[src/rtl/fifo_pkg.sv]
// Shared async-FIFO definitions used by both the write- and read-side pointer controllers.
package fifo_pkg;

  localparam int ADDR_W_DEF      = 4;
  localparam int SYNC_STAGES_MIN = 2;
  localparam int SYNC_STAGES_MAX = 4;

  // Binary to Gray, full 32-bit width; callers slice to their pointer width.
  function automatic logic [31:0] gray_enc(input logic [31:0] bin);
    return bin ^ (bin >> 1);
  endfunction

  // Gray to binary: each binary bit is the XOR of all Gray bits at or above it.
  function automatic logic [31:0] gray_dec(input logic [31:0] gray);
    logic [31:0] bin;
    bin = gray;
    for (int s = 1; s < 32; s++) bin = bin ^ (gray >> s);
    return bin;
  endfunction

endpackage

[src/rtl/gray_decoder.sv]
// Combinational Gray-to-binary decoder of parameterized width.
module gray_decoder #(
  parameter int W = 4
) (
  input  logic [W-1:0] gray_i,
  output logic [W-1:0] bin_o
);

  // MSB passes straight through; each lower bit folds in the decoded bit above it.
  always_comb begin
    bin_o = '0;
    bin_o[W-1] = gray_i[W-1];
    for (int i = W - 2; i >= 0; i--) bin_o[i] = bin_o[i+1] ^ gray_i[i];
  end

endmodule

[src/rtl/write_ptr_ctrl.sv]
// Write-domain pointer controller: binary/Gray write pointer, read-pointer
// synchroniser, write strobe, pessimistic occupancy, almost_full and sticky overflow.
module write_ptr_ctrl
  import fifo_pkg::*;
#(
  parameter int ADDR_W      = ADDR_W_DEF,
  parameter int SYNC_STAGES = 2,
  parameter int AF_THRESH   = 12
) (
  input  logic              write_clk,
  input  logic              rst_n,
  input  logic              wr_en,
  input  logic              full,
  input  logic [ADDR_W-1:0] read_ptr_gray,
  output logic [ADDR_W-1:0] write_ptr,
  output logic [ADDR_W-1:0] write_ptr_gray,
  output logic [ADDR_W-1:0] synch_read_ptr,
  output logic              mem_we,
  output logic [ADDR_W-1:0] write_count,
  output logic              almost_full,
  output logic              overflow
);

  // Elaboration-time parameter legality.
  if (SYNC_STAGES < SYNC_STAGES_MIN || SYNC_STAGES > SYNC_STAGES_MAX) begin : g_bad_sync
    $error("write_ptr_ctrl: SYNC_STAGES out of range 2..4");
  end
  if (AF_THRESH < 1 || AF_THRESH > (2 ** ADDR_W) - 1) begin : g_bad_af
    $error("write_ptr_ctrl: AF_THRESH out of range 1..2^ADDR_W-1");
  end

  logic [SYNC_STAGES-1:0][ADDR_W-1:0] sync_q, sync_d;
  logic [ADDR_W-1:0] wp_q, wp_d;
  logic [ADDR_W-1:0] wpg_q, wpg_d;
  logic [ADDR_W-1:0] cnt_q, cnt_d;
  logic              af_q, af_d;
  logic              ovf_q, ovf_d;
  logic [ADDR_W-1:0] rd_bin;

  // Strobe is gated by reset so a write coinciding with reset never reaches memory.
  assign mem_we = wr_en & ~full & rst_n;

  gray_decoder #(.W(ADDR_W)) u_rd_dec (
    .gray_i (sync_q[SYNC_STAGES-1]),
    .bin_o  (rd_bin)
  );

  // Next-state: plain shift for the synchroniser, pointer advance on accept,
  // occupancy from the pointer being registered this edge against the synced read pointer.
  always_comb begin
    sync_d = {sync_q[SYNC_STAGES-2:0], read_ptr_gray};
    wp_d   = wp_q + ADDR_W'(mem_we);
    wpg_d  = wp_d ^ (wp_d >> 1);
    cnt_d  = wp_d - rd_bin;
    af_d   = (cnt_d >= ADDR_W'(AF_THRESH));
    ovf_d  = ovf_q | (wr_en & full);
  end

  // State registers with synchronous active-low reset.
  always_ff @(posedge write_clk) begin
    if (!rst_n) begin
      sync_q <= '0;
      wp_q   <= '0;
      wpg_q  <= '0;
      cnt_q  <= '0;
      af_q   <= 1'b0;
      ovf_q  <= 1'b0;
    end else begin
      sync_q <= sync_d;
      wp_q   <= wp_d;
      wpg_q  <= wpg_d;
      cnt_q  <= cnt_d;
      af_q   <= af_d;
      ovf_q  <= ovf_d;
    end
  end

  assign write_ptr      = wp_q;
  assign write_ptr_gray = wpg_q;
  assign synch_read_ptr = sync_q[SYNC_STAGES-1];
  assign write_count    = cnt_q;
  assign almost_full    = af_q;
  assign overflow       = ovf_q;

endmodule
[config.mk]
export PLATFORM = sky130hd
export DESIGN_NAME = write_ptr_ctrl
export DESIGN_NICKNAME = d
export VERILOG_FILES = /design/src/rtl/fifo_pkg.sv /design/src/rtl/gray_decoder.sv /design/src/rtl/write_ptr_ctrl.sv
export SDC_FILE = /design/constraint.sdc
export NUM_CORES = 1
export LEC_CHECK = 0
export ABC_AREA = 0
export CAP_MARGIN = 20
export CORE_MARGIN = 3
export CORE_UTILIZATION = 44
export DETAILED_ROUTE_END_ITERATION = 16
export PLACE_DENSITY_LB_ADDON = 0.2
export RECOVER_POWER = 50
export SKIP_LAST_GASP = 1
export SLEW_MARGIN = 20
export SYNTH_ARGS = -nofsm -noshare
export SYNTH_HDL_FRONTEND = slang
export SYNTH_SLANG_ARGS = --single-unit
[constraint.sdc]
create_clock -name write_clk -period 3.5 [get_ports write_clk]
set_input_delay 0.525 -clock write_clk [delete_from_list [all_inputs] [get_ports write_clk]]
set_output_delay 0.525 -clock write_clk [all_outputs]
set_load 0.01 [all_outputs]
==> results.md <==
* Clk slew on worst S/H paths at 0.11 ns
* Reg-to-reg endpoint: almost_full
* Final count of negative-setup-slack endpoints at 0
* M1 wire length at approximately 620 um
* Register Area at approximately 420 sq um
* Cell taking the most area after synthesis: dfxtp_1
* Diodes inserted at 0
* Sw frac at 0.246
* Comb pwr share at 0.193
* Crit-path cells: dlygate4sd3_1 > inv_1 > nor3b_1 > ha_1 > ha_1 > xor2_1 > ha_1 > a31o_2 > or4_4 > a211oi_2
* Total wire length at 1.58 mm
* Ys async rst share at 0
* Slew Limit Headroom at 0.654
* Synthesized area at around 860 sq um
* Required @ worst endpoint at between 3 and 4 ns
* Die area at approximately 2500 sq um
* Die height at roughly 50 um
* Dpl cells at 130
* Slowest Stage Delay on Critical Path at around 0.55 ns
* RSZ-0062 raised after global routing: no
* Total GRT Usage at 0.150
* Clock power frac at 0.247
* Maximum VDD drop at about 0.3 mV
* Hold crit path type: reg2reg
* TritonCTS clock tree: done
* Vias in the first global route at ~610
* Hold Crit Depth at 1
* Commonest non-fill, non-tap cell in the layout: dfxtp_1
* CP Class: in2reg
* GPL Wtd Cong at around 0.85
* First-pass GRT wire length at between 2 and 3 mm
* Arrival time at the worst endpoint at about 3.4 ns
* Port bufs at 26
* Final ANT Viol Nets at 0
* Post-Syn Area per Cell at roughly 11 sq um
* Final worst path period need at around 3.1 ns
* Top_reg_cell synth: dfxtp_1
* R2R depth at 7
* Synth Instances at 80
* Share of cells above drive strength 1 at 0.0826
* Seq cells post-synth at 21
* FP Rows at 15
* Sequential power share at 0.561
* Drt drc at 0
* CTS Buf Count at 3
* Clock Root Buffer: clkbuf_4
* Tcrit/Tclk final at 0.897
* H-tree levels at 1
* Max Slew Vio Count at 0
* Wire per inst at 11.8 um
* Fin util at 0.655
* Final net count at 123
* Area growth syn-to-layout at 36.5%
* Delay-heaviest family, CP: adder cells
* DP HPWL at 1.27 mm
* Max frequency at roughly 0.32 GHz
* Worst setup SP type: primary input
* Sequential share of the synthesized area at 0.491
* Clk Latency, worst-skew pair at about 0.3 ns
* DR vias at about 640
* Syn. warnings at 0
* Final Hold Viols at 0
* Met2 wire len at slightly below 800 um
* Synth cell types at 23
* Area of the multi-input gates at just under 400 sq um
* Synth top area share at 0.491
* Total power at 463 uW
* Area of placed instances at 1150 sq um
* Initial detailed-routing violation count at 8
* R2R setup slack at about 1.1 ns
* Die W at 50.1 um
* Cell-internal power at roughly 350 uW
* Largest net degree at the start of global routing at 12
* Slew of the pin with the lowest slew margin at approximately 0.52 ns
* CP dominant cell by count: ha_1
* Synthesized net count at just over 90
* Power Dens Cells at 396 nW/um^2
* Hold Path Origin: sync_d[5]
* Design Area, Final at approximately 1200 sq um
* Max-Cap Viols at 0
* Area contributors post-synth: dfxtp_1 49%, and2_1 7.3%, ha_1 7.3%
* Resized cells post-CTS at 0
* Worst r2r src: synch_read_ptr[3]
* Drt pass-1 iters at 4
* Most frequent cells in the layout: 21 x dfxtp_1, 15 x clkdlybuf4s50_1, 11 x dlygate4sd3_1
* Min-Delay Endpoint: synch_read_ptr[1]
* Deepest clock path buffer count at 2
* Remaining Overflow, GRT at 0
* Leakage dissipation at between 0.0005 and 0.0006 uW
* Status: finished clean
* CP max FO at 3
* Clock Skews at approximately 0.005 ns
* Ports at 27
* Initial core utilization at 0.480
* Setup TNS at 0 ns
* Hold_buf cts at 0
* Switching pwr at ~110 uW
* Clock Sinks at 21
* WL met3 at roughly 90 um
* Highest routed metal layer: met4
* Crit path max-delay cell type: dlygate4sd3_1
* FILL cells at about 160
* Core ar. at 1780 sq um
* Post-CTS Setup Bufs at 0
* Post-synth EDFFs at 0
* Final Instance Count excl. Fillers at 134
* Worst Path Buf+Inv at 2
* Routed vias/inst at about 4.8
* Worst Setup End Kind: register
* Antenna violations before repair at 0
-- state kept, by name, indices dropped and copies added, names as in the netlist --
| signal | cells |
|---|---|
| sync_d | 4 |
| write_ptr_gray | 3 |
| synch_read_ptr | 4 |
| overflow | 1 |
| write_count | 4 |
| almost_full | 1 |
| write_ptr | 4 |
-- how the worst max path moves through the flow --
stage | from | to | slack (ns) | cells after the start
4_1_cts | rst_n | almost_full | 0.44 | 10
3_3_place_gp | wr_en | almost_full | 0.22 | 9
6_report | rst_n | almost_full | 0.36 | 10
2_1_floorplan | rst_n | almost_full | 0.37 | 10
5_1_grt | rst_n | almost_full | 0.19 | 10
3_5_place_dp | rst_n | almost_full | 0.12 | 10
-- metrics by stage --
step                setup WS [ns]  hold WS, ns
floorplan                   0.368        0.412
global placement            0.216        0.414
detailed placement          0.119        0.417
CTS                         0.436        0.445
global route                0.191        0.464
finish                      0.359        0.439
-- cell type report --
type,instances,share of cell area
Clock buffer,4,0.0225
Sequential cell,21,0.360
Tap cell,25,0.0268
Timing Repair Buffer,29,0.236
Multi-Input combinational cell,49,0.336
Inverter,6,0.0193
-- synthesized netlist by cell type (all sizes together), types with 2 or more instances --
cell type / instances
buf: 2
and3: 2
clkbuf: 2
xnor2: 6
nor2: 8
ha: 5
xor2: 3
inv: 6
dfxtp: 21
and2: 10
a21oi: 4
-- power groups by stage --
| stage | Sequential (uW) | Combinational (uW) | Clock [uW] |
|---|---|---|---|
| after floorplan | 273 | 44.3 | 0 |
| after global placement | 266 | 94.4 | 0 |
| after CTS | 261 | 96.1 | 120 |
| after detailed placement | 266 | 96.0 | 0 |
| final | 260 | 89.2 | 114 |
| after global routing | 262 | 97.8 | 131 |
-- cell families (layout without fill, tap and decap cells) --
logic type / after synthesis / count (layout) / share of synthesized area
AO/OA/AOI/OAI: 9 / 9 / 0.0819
adder cells (fa/ha/maj): 5 / 5 / 0.0731
AND/OR/NAND/NOR: 24 / 24 / 0.155
buffers and inverters: 10 / 39 / 0.0497
flip-flops: 21 / 21 / 0.491
XOR/XNOR: 11 / 11 / 0.149
-- per-layer routing --
metal	vias up	global-route usage
met2	25	0.235
met5	-	0
met4	0	0.152
met3	8	0.0332
li1	322	-
met1	289	0.159
No activity file was read; power rests on OpenSTA's default activity.
